## config.mk

```make
export PLATFORM = sky130hd
export DESIGN_NAME = letc_core_stage_f
export DESIGN_NICKNAME = d
export VERILOG_FILES = /design/src/rtl/letc_core_pkg.sv /design/src/rtl/letc_core_fetch_fifo.sv /design/src/rtl/letc_core_stage_f.sv
export SDC_FILE = /design/constraint.sdc
export NUM_CORES = 1
export LEC_CHECK = 0
export ABC_AREA = 1
export CORE_MARGIN = 1.5
export CORE_UTILIZATION = 25
export DETAILED_ROUTE_END_ITERATION = 10
export PLACE_DENSITY = 0.43
export SETUP_SLACK_MARGIN = 0.5
export SLEW_MARGIN = 10
export SYNTH_ARGS = -nofsm -noshare
export SYNTH_HDL_FRONTEND = slang
export SYNTH_SLANG_ARGS = --single-unit
export TNS_END_PERCENT = 20
```

## constraint.sdc

```tcl
create_clock -name i_clk -period 5.7 [get_ports i_clk]
set_input_delay 1.14 -clock i_clk [delete_from_list [all_inputs] [get_ports i_clk]]
set_output_delay 1.14 -clock i_clk [all_outputs]
set_load 0.005 [all_outputs]
```

## src/rtl/letc_core_pkg.sv

```systemverilog
// rtl/letc_core_pkg.sv - shared types and helpers for the LETC core fetch stage
// Contents: pc_t/word_t, f2d_s decode payload, fetch_state_e, PC_STEP, word_align().
package letc_core_pkg;

   typedef logic [31:0] pc_t;
   typedef logic [31:0] word_t;

   // One fetched instruction as handed to decode.
   typedef struct packed {
      pc_t   pc;
      word_t instr;
      logic  fault;
   } f2d_s;

   typedef enum logic [0:0] {
      RUN  = 1'b0,
      HALT = 1'b1
   } fetch_state_e;

   localparam pc_t PC_STEP = 32'd4;

   function automatic pc_t word_align(input pc_t pc);
      return pc & ~32'd3;
   endfunction

endpackage

```

## src/rtl/letc_core_fetch_fifo.sv

```systemverilog
// rtl/letc_core_fetch_fifo.sv - small synchronous FIFO with flush and fill count
// Ports:
//   i_clk, i_rst_n   clock, asynchronous active-low reset
//   i_push, i_data   write one entry
//   i_pop            drop the head entry (ignored when empty)
//   i_flush          empty the FIFO; overrides push and pop
//   o_data           head entry (storage resets to zero)
//   o_count          number of valid entries, 0..DEPTH
module letc_core_fetch_fifo #(
   parameter int  DEPTH = 2,
   parameter type T     = logic [31:0]
) (
   input  logic                         i_clk,
   input  logic                         i_rst_n,
   input  logic                         i_push,
   input  T                             i_data,
   input  logic                         i_pop,
   input  logic                         i_flush,
   output T                             o_data,
   output logic [$clog2(DEPTH+1)-1:0]   o_count
);

   localparam int PW = (DEPTH > 1) ? $clog2(DEPTH) : 1;
   localparam int CW = $clog2(DEPTH + 1);

   T              mem_q [DEPTH];
   T              mem_d [DEPTH];
   logic [PW-1:0] rd_ptr_q, rd_ptr_d;
   logic [PW-1:0] wr_ptr_q, wr_ptr_d;
   logic [CW-1:0] count_q, count_d;
   logic          do_pop;

   // Pointers wrap explicitly so non-power-of-two depths work.
   function automatic logic [PW-1:0] ptr_inc(input logic [PW-1:0] p);
      return (p == PW'(DEPTH - 1)) ? '0 : p + PW'(1);
   endfunction

   always_comb begin
      mem_d    = mem_q;
      rd_ptr_d = rd_ptr_q;
      wr_ptr_d = wr_ptr_q;
      count_d  = count_q;
      do_pop   = i_pop && (count_q != '0);
      if (i_flush) begin
         rd_ptr_d = '0;
         wr_ptr_d = '0;
         count_d  = '0;
      end else begin
         if (i_push) begin
            mem_d[wr_ptr_q] = i_data;
            wr_ptr_d        = ptr_inc(wr_ptr_q);
         end
         if (do_pop) begin
            rd_ptr_d = ptr_inc(rd_ptr_q);
         end
         count_d = count_q + CW'(i_push) - CW'(do_pop);
      end
   end

   always_ff @(posedge i_clk or negedge i_rst_n) begin
      if (!i_rst_n) begin
         for (int i = 0; i < DEPTH; i++) begin
            mem_q[i] <= '0;
         end
         rd_ptr_q <= '0;
         wr_ptr_q <= '0;
         count_q  <= '0;
      end else begin
         mem_q    <= mem_d;
         rd_ptr_q <= rd_ptr_d;
         wr_ptr_q <= wr_ptr_d;
         count_q  <= count_d;
      end
   end

   // Callers size their credits so that neither of these can happen.
   always_ff @(posedge i_clk) begin
      if (i_rst_n && !i_flush) begin
         assert (!(i_push && !i_pop && (count_q == CW'(DEPTH))));
         assert (!(i_pop && (count_q == '0)));
      end
   end

   assign o_data  = mem_q[rd_ptr_q];
   assign o_count = count_q;

endmodule

```

## src/rtl/letc_core_stage_f.sv

```systemverilog
// rtl/letc_core_stage_f.sv - LETC instruction fetch stage (PC, imem requests, fetch queue)
// Ports:
//   i_clk, i_rst_n                     clock, asynchronous active-low reset
//   o_imem_req_valid/i_imem_req_ready  fetch request handshake, o_imem_req_addr = PC
//   i_imem_rsp_valid/_data/_fault      in-order, non-stallable instruction responses
//   i_redirect_valid/i_redirect_pc     single-cycle redirect from a later stage
//   o_f2d_valid/i_f2d_ready            decode handshake; o_f2d_pc/_instr/_fault = queue head
module letc_core_stage_f
   import letc_core_pkg::*;
#(
   parameter pc_t RESET_PC    = 32'h0000_0000,
   parameter int  QUEUE_DEPTH = 2
) (
   input  logic        i_clk,
   input  logic        i_rst_n,
   output logic        o_imem_req_valid,
   input  logic        i_imem_req_ready,
   output logic [31:0] o_imem_req_addr,
   input  logic        i_imem_rsp_valid,
   input  logic [31:0] i_imem_rsp_data,
   input  logic        i_imem_rsp_fault,
   input  logic        i_redirect_valid,
   input  logic [31:0] i_redirect_pc,
   output logic        o_f2d_valid,
   input  logic        i_f2d_ready,
   output logic [31:0] o_f2d_pc,
   output logic [31:0] o_f2d_instr,
   output logic        o_f2d_fault
);

   localparam int           CW      = $clog2(QUEUE_DEPTH + 1);
   localparam logic [CW:0]  DEPTH_W = (CW + 1)'(QUEUE_DEPTH);

   pc_t           pc_q, pc_d;
   logic [CW-1:0] discard_q, discard_d;
   fetch_state_e  state_q, state_d;
   logic          req_en_q;

   logic [CW-1:0] out_count;
   logic [CW-1:0] q_count;
   logic [CW-1:0] out_next;
   logic [CW:0]   credit_used;
   pc_t           rsp_pc;
   f2d_s          q_head;
   f2d_s          q_wdata;
   logic          req_fire;
   logic          rsp_keep;
   logic          q_pop;

   // Request side: in-flight fetches plus queued entries may never exceed the
   // queue depth, so every response always has a slot waiting for it.
   // req_en_q keeps the request valid low while reset is held.
   always_comb begin
      credit_used      = {1'b0, out_count} + {1'b0, q_count};
      o_imem_req_valid = req_en_q && (state_q == RUN) && (credit_used < DEPTH_W);
      o_imem_req_addr  = pc_q;
      req_fire         = o_imem_req_valid && i_imem_req_ready;
   end

   // Response side: responses belonging to squashed requests are dropped
   // while discard is non-zero; a response landing in a redirect cycle is
   // dropped as well because the flush wins.
   always_comb begin
      rsp_keep = i_imem_rsp_valid && (discard_q == '0) && !i_redirect_valid;
      q_wdata  = '{pc: rsp_pc, instr: i_imem_rsp_data, fault: i_imem_rsp_fault};
      q_pop    = o_f2d_valid && i_f2d_ready;
      out_next = out_count + CW'(req_fire) - CW'(i_imem_rsp_valid);
   end

   always_comb begin
      pc_d      = pc_q;
      discard_d = discard_q;
      state_d   = state_q;
      if (req_fire) begin
         pc_d = pc_q + PC_STEP;
      end
      if (i_imem_rsp_valid && (discard_q != '0)) begin
         discard_d = discard_q - CW'(1);
      end
      if (rsp_keep && i_imem_rsp_fault) begin
         state_d = HALT;
      end
      // Everything still in flight after this cycle belongs to the old path.
      if (i_redirect_valid) begin
         pc_d      = word_align(i_redirect_pc);
         discard_d = out_next;
         state_d   = RUN;
      end
   end

   always_ff @(posedge i_clk or negedge i_rst_n) begin
      if (!i_rst_n) begin
         pc_q      <= RESET_PC;
         discard_q <= '0;
         state_q   <= RUN;
         req_en_q  <= 1'b0;
      end else begin
         pc_q      <= pc_d;
         discard_q <= discard_d;
         state_q   <= state_d;
         req_en_q  <= 1'b1;
      end
   end

   // PC of every issued request, popped as its response returns.
   letc_core_fetch_fifo #(
      .DEPTH (QUEUE_DEPTH),
      .T     (pc_t)
   ) u_pc_track (
      .i_clk   (i_clk),
      .i_rst_n (i_rst_n),
      .i_push  (req_fire),
      .i_data  (pc_q),
      .i_pop   (i_imem_rsp_valid),
      .i_flush (1'b0),
      .o_data  (rsp_pc),
      .o_count (out_count)
   );

   letc_core_fetch_fifo #(
      .DEPTH (QUEUE_DEPTH),
      .T     (f2d_s)
   ) u_fetch_q (
      .i_clk   (i_clk),
      .i_rst_n (i_rst_n),
      .i_push  (rsp_keep),
      .i_data  (q_wdata),
      .i_pop   (q_pop),
      .i_flush (i_redirect_valid),
      .o_data  (q_head),
      .o_count (q_count)
   );

   always_comb begin
      o_f2d_valid = (q_count != '0);
      o_f2d_pc    = q_head.pc;
      o_f2d_instr = q_head.instr;
      o_f2d_fault = q_head.fault;
   end

endmodule

```

==> out/qor.yml, run 1 <==
ys_async_sr_fraction_pct: 100
maxSlewViolCount: 0
timing.hold.ws_ps: 476
htreeDepth: 1
ys_top_cells_by_count: "nand2_1, dfrtp_1, o21ai_0, inv_1, nand3_1"
critPathLaunchType: "flip-flop"
clk_pin_slew_ps: 60
yosysSeqAreaShare_pct: 52.3
dp_hpwl_um: 20700
worstSetupPathType: "flip-flop to output pin"
seqPwrFrac_pct: 38.0
die_w_um: 212
drive_above_1_share_pct: 5.39
arrival_ps: 2680
power_density_nw_per_um2: 504
hold_violations: 0
antenna-diode-count: 0
synth_seq_cells: 228
fin_worst_skew_ps: 8.12
routed-wl-met2_um: 14800
yosysTopAreaCell: "dfrtp_1"
fin_crit_ps: 3820
muxShareOfSynthArea_pct: 0
drt_iter0_drc: 514
yosys.area_share.adder_pct: 0.987
ioPinCount: 170
drv_cap: 0
cts_max_path_buffers: 3
max-slew-margin-rel_pct: 26.9
clkPwrFrac_pct: 26.5
cts_sinks: 228
ant_nets: 0
grt_max_degree: 111
cp-end-kind: "output pin"
cp_cell_sequence: "buf_4, o21ai_0, clkdlybuf4s50_1"
gr-total-overflow: 0
postCtsSetupBuffers: 0
cts_hold_buf: 0
worst_pin_slew_ps: 1100
worstSkewPairLatency_ps: 560
dr_total_vias: 9210
initial_utilization_pct: 25.3
synth_compound_area_share_pct: 12.4
syn-cell-area_um2: 10900
p_switching_uw: 2460
gp_congestion: 0.788
netlist_instances: 1398
switching_share_pct: 34.9
hold_class: "flip-flop to flip-flop"
finalPower_uw: 7060
synthTopCellsByArea: "dfrtp_1, nand2_1, o21ai_0"
fmax_mhz: 262
rsz0062_at_grt: "false"
cp_slowest_cell: "buf_4"
synth_top_family_by_area: "simple AND/OR/NAND/NOR gates"
grt_pass1_vias: 9009
grt.total_usage_pct: 14.6
r2r_setup_slack_ps: 2880
io_buffers: 163
via_per_inst: 4.30
drt-met1-wl_um: 15700
final.setup.tns_ps: 0
area_delta_synth_final_pct: 28.5
synth_cell_types: 34
syn_area_per_cell_um2: 7.80
grt_first_pass_wirelength_um: 51100
rr_worst_depth: 9
num_rows: 76
route.met3.wl_um: 1150
wl_per_cell_um: 15.0
synthSimpleGateAreaFrac_pct: 24.4
cts_made_buffers: 30
internal_power_uw: 4600
top_layer: "met4"
drc: 0
cts-root-buf: "clkbuf_16"
nNetsFinal: 1615
antenna_found_initial: 0
firstDrtPassIters: 5
yosys_most_used_dff: "dfrtp_1"
routed_wl_um: 32300
holdPathEnd: "u_fetch_q.mem_q[47]$_DFFE_PN0P_"
synth_edf_count: 0
finalCritPeriodShare_pct: 67.0
power.leakage_uw: 0.00656
critPathRequiredTime_ps: 4560
setup_violations: 0
dieArea_um2: 44900
r2r_start: "u_fetch_q.o_count[0]$_DFF_PN0_"
worstReg2RegEnd: "u_pc_track.mem_q[27]$_DFFE_PN0P_"
die_y_um: 212
status: "completed"
synth_top_area_share_pct: 52.3
ys.warnings.count: 0
combPwrFrac_pct: 35.5
crit_fanout: 92
holdCritStartpoint: "u_fetch_q.mem_q[47]$_DFFE_PN0P_"
ctsResizeCount: 0
cts_tree: "built"
vdd.ir_drop.worst_v: 0.000270
synth-xor-area-share_pct: 0.883
slowest_delay_ps: 800
coreArea_um2: 43100
synth.most_common_cell: "nand2_1"
min_path_cells: 2
## cells in the final DEF, fill, tap and decap left out, types with 2 or more instances in the layout
cell,n
a21oi_1,4
and2_1,2
buf_4,10
clkbuf_1,5
clkbuf_16,31
clkbuf_8,7
clkdlybuf4s50_1,161
clkinv_2,6
clkinvlp_4,3
conb_1,5
dfrtp_1,227
ha_1,7
inv_1,159
nand2_1,556
nand2_2,2
nand2_4,2
nand3_1,51
nor2_1,34
nor2_2,6
nor2_4,6
o211ai_1,4
o21a_1,27
o21ai_0,211
o21ai_1,5
xnor2_1,4
xor2_1,7
## registers in the layout, summed over array words and instances, names as in the netlist
name / flops
u_fetch_q.mem_q: 126
u_pc_track.mem_q: 60
o_imem_req_addr: 30
discard_q: 2
u_fetch_q.o_count: 2
u_pc_track.o_count: 2
req_en_q: 1
state_q: 1
u_fetch_q.rd_ptr_q: 1
u_fetch_q.wr_ptr_q: 1
u_pc_track.rd_ptr_q: 1
u_pc_track.wr_ptr_q: 1
## metal layers
metal,vias up,GRT usage [%]
met1,4388,20.6
met4,0,3.42
li1,4602,-
met2,179,23.5
met5,-,0
met3,41,2.11
## how the worst max path moves through the flow
stage | start | end | slack (ps) | cells after the start
final | u_fetch_q.rd_ptr_q$_DFFE_PN0P_ | o_f2d_pc[21] | 1880 | 3
after CTS | u_fetch_q.rd_ptr_q$_DFFE_PN0P_ | o_f2d_pc[21] | 1750 | 3
after global placement | i_imem_req_ready | u_pc_track.mem_q[21]$_DFFE_PN0P_ | 2310 | 6
after global routing | u_fetch_q.rd_ptr_q$_DFFE_PN0P_ | o_f2d_pc[21] | 1670 | 3
after floorplan | u_fetch_q.o_count[0]$_DFF_PN0_ | o_imem_req_valid | 3320 | 5
after detailed placement | i_imem_req_ready | u_pc_track.mem_q[29]$_DFFE_PN0P_ | 2290 | 6
## power by group through the flow
| stage | clock network [uW] | registers (uW) | logic [uW] |
|---|---|---|---|
| after global placement | 0 | 2700 | 2540 |
| after detailed placement | 0 | 2710 | 2570 |
| after CTS | 1940 | 2690 | 2590 |
| after floorplan | 0 | 2600 | 1430 |
| final | 1870 | 2680 | 2510 |
| after global routing | 2000 | 2770 | 2870 |
## logic make-up (layout without fill, tap and decap cells)
family	after synthesis	after routing
buf+inv	232	390
flops	228	228
compound gates	254	254
xor+xnor	11	11
fa+ha+maj	8	8
simple gates	663	663
other cells	2	5
## worst max-delay path, delay by kind of cell (launching register included)
family	cells	cell delay, ps
buffers and inverters	2	1330
DFF	1	400
AOI/OAI and AO/OA	1	360
## cell type report
cell class / count / area [um^2]
flip-flops and latches: 228 / 5710
repair buffers: 174 / 1730
clock buffers: 43 / 891
clock inverters: 12 / 100
fillers: 4607 / 29100
inverters: 161 / 604
well taps: 585 / 732
multi-input cells: 941 / 4250
## per-stage QoR
stage,std cells,setup WS (ps),instance area (um^2),utilization [%]
after floorplan,1401,3320,10900,-
after global placement,2089,2310,13000,30.2
after detailed placement,2089,2290,13000,30.2
after CTS,2144,1750,14000,32.5
after global routing,2144,1670,14000,32.5
final,2144,1880,14000,32.5
No activity file was read; power rests on OpenSTA's default activity.
==> run 2: changes to the inputs <==
PLACE_DENSITY = 0.45   (was 0.43)
clock period = 3.5 ns   (was 5.7 ns; I/O delays follow)
==> run 2 against run 1 <==
Compared with the run above:
- register-to-register slack got worse by 1800 ps
- wire length fell by 0.22%
- die area did not move
- cell count rose by 0.70%
- clock skew fell by 0.77 ps
- via count fell by 0.25%
- critical path depth did not move
- sequential power rose by 65%
- utilization rose by 0.55 points
- power rose by 67%
- clock-buffer cell count rose by 5
- cell area rose by 1.7%
- critical path type unchanged
==> out/qor.yml, run 2 (synthesis gave the netlist of run 1 again) <==
rr_worst_depth: 13  # +4
setup_violations: 0  # unchanged
arrival_ps: 2280  # -400 ps
fmax_mhz: 336
hold_violations: 0  # unchanged
wl_per_cell_um: 14.9  # -0.91%
dieArea_um2: 44900  # unchanged
grt.total_usage_pct: 14.7  # +0.10 points
grt_first_pass_wirelength_um: 51600  # +1.0%
dp_hpwl_um: 21700  # +5.1%
cts_tree: "built"
worst_pin_slew_ps: 689  # -407 ps
worstSetupPathType: "flip-flop to output pin"
r2r_setup_slack_ps: 1060  # -1820 ps
fin_util_pct: 33.1  # +0.55 points
rsz0062_at_grt: "true"
power.leakage_uw: 0.00672  # +2.4%
area_delta_synth_final_pct: 30.7
io_buffers: 163  # unchanged
power_density_nw_per_um2: 825  # +64%
cp-startpoint: "u_fetch_q.rd_ptr_q$_DFFE_PN0P_"
hold_class: "input pin to asynchronous set/reset pin"
nNetsFinal: 1633  # +1.1%
r2r_start: "u_fetch_q.o_count[0]$_DFF_PN0_"
initial_utilization_pct: 25.3  # unchanged
cts_max_path_buffers: 3  # unchanged
gp_congestion: 0.788  # about the same
finalCritPeriodShare_pct: 85.1
final_common_cell: "nand2_1"
routed_wl_um: 32200  # -0.22%
antenna_found_initial: 0  # unchanged
coreArea_um2: 43100  # unchanged
firstDrtPassIters: 5  # unchanged
drive_above_1_share_pct: 6.04  # +0.65 points
drc: 0  # unchanged
dp_slack_ps: 845  # -1440 ps
vdd.ir_drop.worst_v: 0.000393  # +45%
antenna-diode-count: 0  # unchanged
worstReg2RegEnd: "discard_q[0]$_DFFE_PN0P_"
cp-end-kind: "output pin"
cts-root-buf: "clkbuf_16"
top_register: "u_fetch_q.mem_q"
ant_nets: 0  # unchanged
critPathRequiredTime_ps: 2800  # -1760 ps
max-slew-margin-rel_pct: 54.1  # +27 points
ioPinCount: 170  # unchanged
grt_pass1_vias: 9170  # +1.8%
fillers: 4545  # -1.3%
die_w_um: 212  # unchanged
critPathLaunchType: "flip-flop"
drt_iter0_drc: 603  # +17%
largest_reg_flops: 126  # unchanged
crit_fanout: 10  # -89%
fin_crit_ps: 2980
status: "completed"
grt_max_degree: 81  # -27%
via_per_inst: 4.26  # -0.94%
die_y_um: 212  # unchanged
setup_ws_ps: 522  # -1360 ps
gr-total-overflow: 0  # unchanged
clk_pin_slew_ps: 60  # about the same
htreeDepth: 1  # unchanged
final_cell_mix: "nand2_1, dfrtp_1, o21ai_0"
cts_sinks: 228  # unchanged
drv_cap: 0  # unchanged
worstSkewPairLatency_ps: 550  # about the same
maxSlewViolCount: 0  # unchanged
fin_worst_skew_ps: 7.35  # -0.769 ps
num_rows: 76  # unchanged
dr_total_vias: 9187  # -0.25%
final.setup.tns_ps: 0  # unchanged
cts_made_buffers: 30  # unchanged
==> run 2: cell types whose count changed in the layout (fill, tap and decap cells not counted), sizes merged <==
cell,previous run,this run
clkdlybuf4s50,161,159
clkinvlp,3,0
inv,161,160
clkbuf,43,48
bufinv,1,3
buf,13,31
clkinv,8,2
dlymetal6s2s,0,2
==> run 2: layer usage <==
| metal | share of wire, % | vias up | wire, um | global-route usage (%) |
|---|---|---|---|---|
| met5 | 0 | - | 0 | 0 |
| met4 | 1.6 | 0 | 513 | 3.10 |
| met3 | 3.8 | 31 | 1220 | 2.25 |
| met2 | 45 | 160 | 14600 | 23.7 |
| met1 | 49 | 4343 | 15800 | 20.8 |
| li1 | - | 4653 | - | - |
==> run 2: layout make-up <==
| cell class | instances | area, um^2 | share of cell area, % |
|---|---|---|---|
| clock buffer | 48 | 920 | 6.45 |
| tap | 585 | 732 | 5.14 |
| sequential | 228 | 5710 | 40.1 |
| timing repair buffer | 192 | 1940 | 13.6 |
| clock inverter | 4 | 98.8 | 0.693 |
| inverter | 161 | 604 | 4.24 |
| multi-input combinational | 941 | 4250 | 29.8 |
==> run 2: repair_timing <==
action,in CTS,in global routing
hold buffers,0,0
gates resized for setup,1,2
setup endpoints to repair,57,11
buffers inserted,5,2
endpoints found under the hold margin,0,0
pin swaps,1,0
==> run 2: critical path, cell delays in order, from the launching register on <==
cell and delay, ps:
dfrtp_4 560, buf_4 210, o21ai_0 360, clkdlybuf4s50_1 590
==> run 2: through the flow <==
stage	total power, uW	hold slack (ps)	area (um^2)	instances
floorplan	6560	404	10900	1401
global placement	8600	462	13200	2100
detailed placement	8680	468	13200	2100
CTS	12000	130	14200	2157
global route	12800	143	14300	2159
finish	11800	120	14300	2159
==> run 2: report_power, final <==
group          leakage (uW)  internal, uW  switching (uW)
clock network      0.000497          2000            1150
logic               0.00337          2020            2170
registers           0.00285          3740             668
total               0.00672          7760            3990
==> run 2: worst max path at each step <==
stage / end / slack (ps) / cells past startpoint
final: o_f2d_pc[20] / 520 / 3
after global routing: o_f2d_pc[3] / 460 / 4
after CTS: o_imem_req_valid / 470 / 6
after detailed placement: u_fetch_q.mem_q[112]$_DFFE_PN0P_ / 840 / 8
after global placement: u_fetch_q.mem_q[119]$_DFFE_PN0P_ / 860 / 8
after floorplan: discard_q[0]$_DFFE_PN0P_ / 1320 / 12
==> run 3: changes to the inputs <==
SKIP_LAST_GASP = 1   (was default)
==> results of run 3 <==
The final DEF is identical to that of run 2; final timing and power are the same.
